**config.mk**
```make
export PLATFORM = sky130hd
export DESIGN_NAME = dot_product_engine
export DESIGN_NICKNAME = d
export VERILOG_FILES = /design/src/rtl/dot_product_engine.sv
export SDC_FILE = /design/constraint.sdc
export NUM_CORES = 1
export LEC_CHECK = 0
export ABC_AREA = 0
export CORE_AREA = 2 2 129 131
export CTS_BUF_LIST = sky130_fd_sc_hd__clkbuf_2 sky130_fd_sc_hd__clkbuf_4 sky130_fd_sc_hd__clkbuf_8
export DETAILED_ROUTE_END_ITERATION = 12
export DIE_AREA = 0 0 131 133
export PLACE_DENSITY = 0.62
export SLEW_MARGIN = 10
export SYNTH_ARGS = -nofsm -noshare
export SYNTH_HDL_FRONTEND = slang
export SYNTH_SLANG_ARGS = --single-unit
```
**constraint.sdc**
```tcl
create_clock -name clk -period 14.84 [get_ports clk]
set_clock_uncertainty 0.2 [all_clocks]
set_input_delay 2.968 -clock clk [delete_from_list [all_inputs] [get_ports clk]]
set_output_delay 2.968 -clock clk [all_outputs]
set_load 0.01 [all_outputs]
```
**src/rtl/dot_product_engine.sv**
```systemverilog
// Streams element pairs from the A/B operand RAMs, multiply-accumulates them as signed
// values and offers the full-width sum on a valid/ready handshake.
module dot_product_engine #(
    parameter int ADDR_WIDTH = 4,
    parameter int DATA_WIDTH = 8,
    parameter int ACC_WIDTH  = 2*DATA_WIDTH+ADDR_WIDTH
) (
    input  logic                  clk,
    input  logic                  rst_n,
    input  logic                  start,
    input  logic [ADDR_WIDTH:0]   len,
    input  logic [ADDR_WIDTH-1:0] base_addr,
    output logic                  busy,
    output logic                  rd_en,
    output logic [ADDR_WIDTH-1:0] rd_addr,
    input  logic [DATA_WIDTH-1:0] a_data,
    input  logic [DATA_WIDTH-1:0] b_data,
    output logic [ACC_WIDTH-1:0]  result,
    output logic                  result_valid,
    input  logic                  result_ready
);

    typedef enum logic [1:0] {IDLE, FETCH, DRAIN, OUT} state_t;

    localparam logic [ADDR_WIDTH:0] MAX_LEN = (ADDR_WIDTH+1)'(2**ADDR_WIDTH);
    localparam logic [ADDR_WIDTH:0] ONE     = (ADDR_WIDTH+1)'(1);

    state_t                  state, state_nxt;
    logic [ADDR_WIDTH:0]     len_q;
    logic [ADDR_WIDTH-1:0]   base_q;
    logic [ADDR_WIDTH:0]     idx;
    logic [ADDR_WIDTH:0]     idx_nxt;
    logic                    last;
    logic                    data_valid;
    logic [ACC_WIDTH-1:0]    acc;
    logic signed [2*DATA_WIDTH-1:0] prod;
    logic [ACC_WIDTH-1:0]    prod_ext;

    assign idx_nxt  = idx + ONE;
    assign last     = (idx == len_q - ONE);
    assign prod     = $signed(a_data) * $signed(b_data);
    assign prod_ext = {{(ACC_WIDTH-2*DATA_WIDTH){prod[2*DATA_WIDTH-1]}}, prod};

    always_ff @(posedge clk) begin
        if (rst_n) state <= IDLE;
        else       state <= state_nxt;
    end

    always_comb begin
        state_nxt = state;
        case (state)
            IDLE:    if (start) state_nxt = (len != '0) ? FETCH : OUT;
            FETCH:   if (last) state_nxt = DRAIN;
            DRAIN:   state_nxt = OUT;
            OUT:     if (result_valid && result_ready) state_nxt = IDLE;
            default: state_nxt = IDLE;
        endcase
    end

    always_comb begin
        busy = (state != IDLE);
    end

    // result is captured one cycle into OUT, after DRAIN's final accumulate has landed.
    always_ff @(posedge clk) begin
        if (rst_n) begin
            len_q        <= '0;
            base_q       <= '0;
            idx          <= '0;
            rd_en        <= 1'b0;
            rd_addr      <= '0;
            data_valid   <= 1'b0;
            acc          <= '0;
            result       <= '0;
            result_valid <= 1'b0;
        end else begin
            data_valid <= rd_en;
            if (data_valid) acc <= acc + prod_ext;
            case (state)
                IDLE: begin
                    if (start) begin
                        len_q  <= (len > MAX_LEN) ? MAX_LEN : len;
                        base_q <= base_addr;
                        idx    <= '0;
                        acc    <= '0;
                        if (len != '0) begin
                            rd_en   <= 1'b1;
                            rd_addr <= base_addr;
                        end
                    end
                end
                FETCH: begin
                    if (last) begin
                        rd_en <= 1'b0;
                    end else begin
                        idx     <= idx_nxt;
                        rd_addr <= base_q + idx_nxt[ADDR_WIDTH-1:0];
                    end
                end
                OUT: begin
                    if (!result_valid) begin
                        result       <= acc;
                        result_valid <= 1'b1;
                    end else if (result_ready) begin
                        result_valid <= 1'b0;
                    end
                end
                default: ;
            endcase
        end
    end

endmodule

```
## Yosys cells after proc, flatten, opt, wreduce, memory -nomap -nowiden

Index checks and enable logic that the tools add are counted.

| word-level totals | value |
|---|---|
| register bits after elaboration | 63 |
| input bits | 29 |
| output and inout bits | 27 |
| word-level logic and storage cells | 59 |

| cells by class | value |
|---|---|
| add/subtract/negate cells | 4 |
| multiply operators | 1 |
| order comparisons | 1 |
| equal/unequal tests | 9 |
| multiplexer cells | 22 |
| bitwise gates (word level) | 1 |
| reduce and logical (&&, ||, !) cells | 11 |

Operators by type and width:

| kind | count |
|---|---|
| $mux W20 | 3 |
| $add A20 B20 Y20 | 1 |
| $mul A8 B8 Y16 | 1 |
| $mux W5 | 3 |
| $mux W4 | 3 |
| $ne A2 B2 Y1 const B | 5 |
| $pmux W5 S2 | 1 |
| $mux W2 | 4 |
| $pmux W2 S4 | 1 |
| $pmux W4 S2 | 1 |
| $reduce_and A4 Y1 | 2 |
| $reduce_and A3 Y1 | 2 |
| $add A5 B1 Y5 const B | 1 |
| $eq A5 B5 Y1 | 1 |
| $gt A5 B5 Y1 const B | 1 |
| $mux W1 | 5 |
| $reduce_bool A5 Y1 | 1 |
| $sub A5 B1 Y5 const B | 1 |
| $add A4 B4 Y4 | 1 |
| $eq A2 B2 Y1 const B | 2 |
| $reduce_and A2 Y1 | 2 |
| $reduce_bool A2 Y1 | 2 |
| $eq A2 B1 Y1 const B | 1 |
| $logic_not A2 Y1 | 1 |
| 3 further kinds | 3 |

## Logic depth before layout (Yosys ltp)

| logic depth | value |
|---|---|
| depth in word-level cells | 5 |
| mapped depth | 25 |
| mapped depth without buffers | 25 |

## Worst setup path before layout

Ideal clock, no wire load.

| timing | value |
|---|---|
| path kind | input to register |
| from | input port b_data[3] |
| to | register acc[19] |
| arrival time | 8,207 ps |
| required time | 14,553 ps |
| setup slack | 6,346 ps |
| stages on the path | 23 |
| cells stage by stage | and2_1 fa_1 inv_1 fa_1 inv_1 fa_1 inv_1 fa_1 inv_1 ha_1 a21oi_1 o211ai_1 a41oi_2 or3_4 nand2_1 ha_1 o21a_1 o21a_1 o21ai_0 a31oi_1 a2111oi_4 o211ai_1 o31ai_1 |

| between the ends | value |
|---|---|
| word-level cells in the longest chain between the ends | 5 |

RTL lines:

| element | RTL line | RTL |
|---|---|---|
| from (decl) | 17 | `input logic [DATA_WIDTH-1:0] b_data,` |
| $mul A8 B8 Y16 (*) | 41 | `assign prod = $signed(a_data) * $signed(b_data);` |
| $add A20 B20 Y20 (*) | 78 | `if (data_valid) acc <= acc + prod_ext;` |
| $mux W20 (*) | 78 |  |
| $mux W20 | 81 | `if (start) begin` |
| $mux W20 (*) | 79 | `case (state)` |
| to (signal assigned) | 78 |  |
| to (decl) | 35 | `logic [ACC_WIDTH-1:0] acc;` |

Every way passes the cells marked *; elsewhere a longest branch is shown, timed or not.
A chain may end at the register's enable or synchronous reset.

## Final worst setup path

Ends and elaborated chain as after synthesis.

==> qor_table.md <==
| Group | Result | Value |
|---|---|---|
| critical path | Signal arrival time at the worst endpoint | 9310 ps |
| synthesis | Largest cells by area after synthesis | dfxtp_1 (20%), fa_1 (18%), ha_1 (12%), inv_1 (6.7%), nand2_1 (5.4%) |
| global routing | Total GRT Usage | 15.9% |
| cells and area | Share of final-layout standard cells stronger than drive strength 1 | 4.84% |
| die | X dimension of the die | 131 µm |
| critical path | Maximum single-stage delay on the critical path | 620 ps |
| critical path | Family of cells with the greatest summed delay on the critical path | adder cells |
| placed design | Total of buffers placed on input and output ports | 55 |
| sta | Worst-Margin Slew | 904 ps |
| clocking | CTS hold repair buffers | 0 |
| synthesis | Synth Area in Compound Gates | 15.9% |
| synthesis | Post-synthesis share of cell area spent on and, or, nand and nor gates | 20.3% |
| power | Clock network fraction of design power | 12.3% |
| synthesis | Area share of xor/xnor cells in the synthesized design | 4.30% |
| cells and area | Fillers | 1607 |
| power | Switching fraction of total power | 49.9% |
| power | Power density normalized to cell area | 184 nW/µm² |
| power | Portion of total power attributed to sequential cells | 15.8% |
| synthesis | Number of synthesized flops with an enable pin | 0 |
| critical path | Critical path cell sequence | clkdlybuf4s50_1 -> and2_1 -> fa_1 -> inv_1 -> fa_1 -> inv_1 -> fa_1 -> inv_1 -> fa_1 -> inv_1 -> ha_1 -> a21oi_1 -> o21ai_0 -> o311ai_1 -> ha_1 -> nand3_1 -> nor2_1 -> a221oi_2 -> a31oi_1 -> a2111oi_4 -> o211ai_1 -> o31ai_1 |
| synthesis | Mapped Nets | 898 |
| critical path | Critical path buffers and inverters | 5 |
| power | IR Drop Worst-Case VDD | 0.0000813 V |
| synthesis | Total number of yosys warnings | 0 |
| outcome | Result of the run | complete, no violations |
| synthesis | Adder and majority cell fraction of the synthesized area | 29.7% |
| clocking | Total clock buffers created by CTS | 9 |
| power | Internal power | 673 µW |
| global routing | Global-route wire length before repair | 22900 µm |
| die | Core footprint | 16200 µm² |
| synthesis | Cells after synthesis | 753 |
| die | IO Count | 56 |
| synthesis | Cell area after technology mapping | 6320 µm² |
| power | Switch Pwr | 671 µW |
| placed design | DPL Wire Length | 10600 µm |
| cells and area | Final Non-Filler Cells | 1025 |
| detailed routing | DRC violations left | 0 |
| synthesis | Multiplexer share of the synthesized area | 1.66% |
| die | Overall die area | 17400 µm² |
| clocking | Clk Tree Root Cell | clkbuf_8 |
| sta | RSZ-0062 raised after global routing | false |
| synthesis | Fraction of synthesis flops using an asynchronous set or reset pin | 0% |
| sta | Relative slew slack | 39.7% |
| synthesis | Most frequent cells after synthesis | inv_1 (112), nand2_1 (91), a21oi_1 (68) |
| power | Portion of total power attributed to combinational logic | 71.9% |
| critical path | Worst Path Class, Setup | in2reg |
| clocking | CTS tree | yes |
| cells and area | Final layout net count | 945 |
| global routing | Total congestion overflow | 0 |
| detailed routing | Wire length per cell | 12.9 µm |
| sta | Fin crit period | 9250 ps |
| critical path | Critical Path End Type | flip-flop |
| clocking | Clock buffer depth | 2 |
| synthesis | Synth top area share | 20.0% |
| synthesis | Top FF cell, synth | dfxtp_1 |
| clocking | Clock-pin slew on the worst setup and hold paths | 70 ps |
| clocking | Clock latency of the later-clocked register in the worst-skew pair | 330 ps |
| cells and area | Relative area change from synthesis to final layout | 15.6% |
| detailed routing | Total iterations of the first detailed-routing run | 4 |
| placed design | Weighted congestion at the end of routability-driven global placement | 0.823 |
| detailed routing | Post-DRT Antenna Nets | 0 |
| clocking | Post_cts resized | 0 |
| synthesis | Count of state elements after synthesis | 63 |
| critical path | CP max stage cell | fa_1 |
| job | Count of max-cap constraint violations | 0 |
| synthesis | Most numerous cell in the Yosys netlist | inv_1 |
| clocking | Number of setup buffers added after CTS | 0 |
| die | Die span in y | 133 µm |
| detailed routing | Post-DR vias/cell | 5.03 |
| detailed routing | Final routed wirelength across all metal layers | 13300 µm |
| critical path | Maximum fanout along the worst path | 8 |
| synthesis | Syn_area_per_cell | 8.39 µm² |
| clocking | Depth of the CTS H-tree | 3 |
| synthesis | Yosys cell types | 65 |
| sta | Final Hold Vio Count | 0 |
| sta | Number of slew-limit violations in the final report | 0 |
| synthesis | Main combinational cell family by area after synthesis | adder cells |
| critical path | Critical Path Start Type | input pin |
| die | Total number of placement rows | 47 |
| global routing | Maximum number of pins on one net before global-route repair | 46 |
| detailed routing | Vias after detailed routing | 5153 |
| global routing | Initial antenna violation count | 0 |
| sta | Highest attainable clock frequency | 108 MHz |
| placed design | Cell count after placement | 1009 |
| power | Leak | 0.00307 µW |
| die | Initial core utilization | 39.1% |
| clocking | Clock sink total | 63 |
| sta | TNS Setup | 0 ps |
| detailed routing | Violation count after the first detailed-route iteration | 272 |
| synthesis | Area leader, netlist | dfxtp_1 |
| critical path | Worst endpoint required time | 14890 ps |
| hold path | Worst min path class | reg2reg |
| sta | Final setup violation count | 0 |
| cells and area | Antenna fix cells | 0 |
| global routing | Vias in the first global route | 5023 |
| power | Power after layout | 1340 µW |
| sta | Final cycle utilization of the critical path | 62.4% |
| synthesis | Sequential area share after synthesis | 20.0% |
[per-stage QoR]
stage	hold WS, ps	util (%)	worst slack [ps]	cell area (µm²)
global route	283	45.2	5120	7300
floorplan	241	-	6350	6320
detailed placement	246	43.8	5210	7080
global placement	242	43.8	5390	7080
finish	250	45.2	5590	7300
CTS	257	45.2	5570	7300
[routing by layer]
metal  up-vias  wire length, µm  GRT usage (%)
li1       2633                -              -
met1      2443             6320           21.7
met2        64             6430           26.7
met3        13              308           1.86
met4         0              194           3.90
met5         -                0              0
[placed cells by master, fill, tap and decap left out, drive strengths merged, types with 8 or more instances in the layout]
cell type and n:
inv 113, nand2 91, a21oi 68, dfxtp 63, ha 59, fa 57, clkdlybuf4s50 55, and2 48
xnor2 25, nor2 23, o21ai 22, nand3 21, nor3 10, a211oi 10, nor2b 9, clkbuf 9
or3 8
[flip-flops by register name, indices dropped and copies added, names as in the netlist]
name / flops
result: 20
base_q: 4
idx: 5
state: 2
acc: 20
len_q: 5
result_valid: 1
rd_en: 1
rd_addr: 4
data_valid: 1
[power groups by stage]
stage | sequential (µW) | combinational (µW) | clock (µW)
6_report | 212 | 967 | 165
5_1_grt | 215 | 1090 | 174
4_1_cts | 212 | 970 | 169
3_5_place_dp | 216 | 964 | 0
3_3_place_gp | 216 | 961 | 0
2_1_floorplan | 210 | 771 | 0
[path summary, 6_finish.rpt]
path | from | end | slack (ps) | cells past startpoint
max reg2reg | acc[0] | acc[18] | 11850 | 10
min reg2reg | rd_addr[2] | rd_addr[2] | 250 | 2
min | rd_addr[2] | rd_addr[2] | 250 | 2
max | b_data[3] | acc[19] | 5590 | 22
[logic make-up after synthesis]
| family | after synthesis |
|---|---|
| adders and majority gates | 116 |
| muxes | 10 |
| buffers and inverters | 135 |
| DFF | 63 |
| AOI/OAI and AO/OA | 149 |
| and+or+nand+nor | 249 |
| xor gates and xnor gates | 31 |
[final cells by class]
cell class                 count  area, µm²  area share (%)
multi-input combinational    555       4550            62.3
inverter                     112        420            5.76
tap                          220        275            3.77
timing repair buffer          59        581            7.95
sequential                    63       1260            17.3
clock buffer                   9        124            1.70
clock inverter                 7       95.1            1.30
[worst register-to-register path, stage by stage, from the launching register on]
cell,delay [ps]
dfxtp_1,370
ha_1,230
inv_1,70
fa_1,380
and2b_1,220
o21ai_1,80
a21oi_1,340
o211ai_1,190
a211oi_2,310
o221ai_1,170
mux2_1,320
Note: power is estimated with default switching activity, not from simulation.
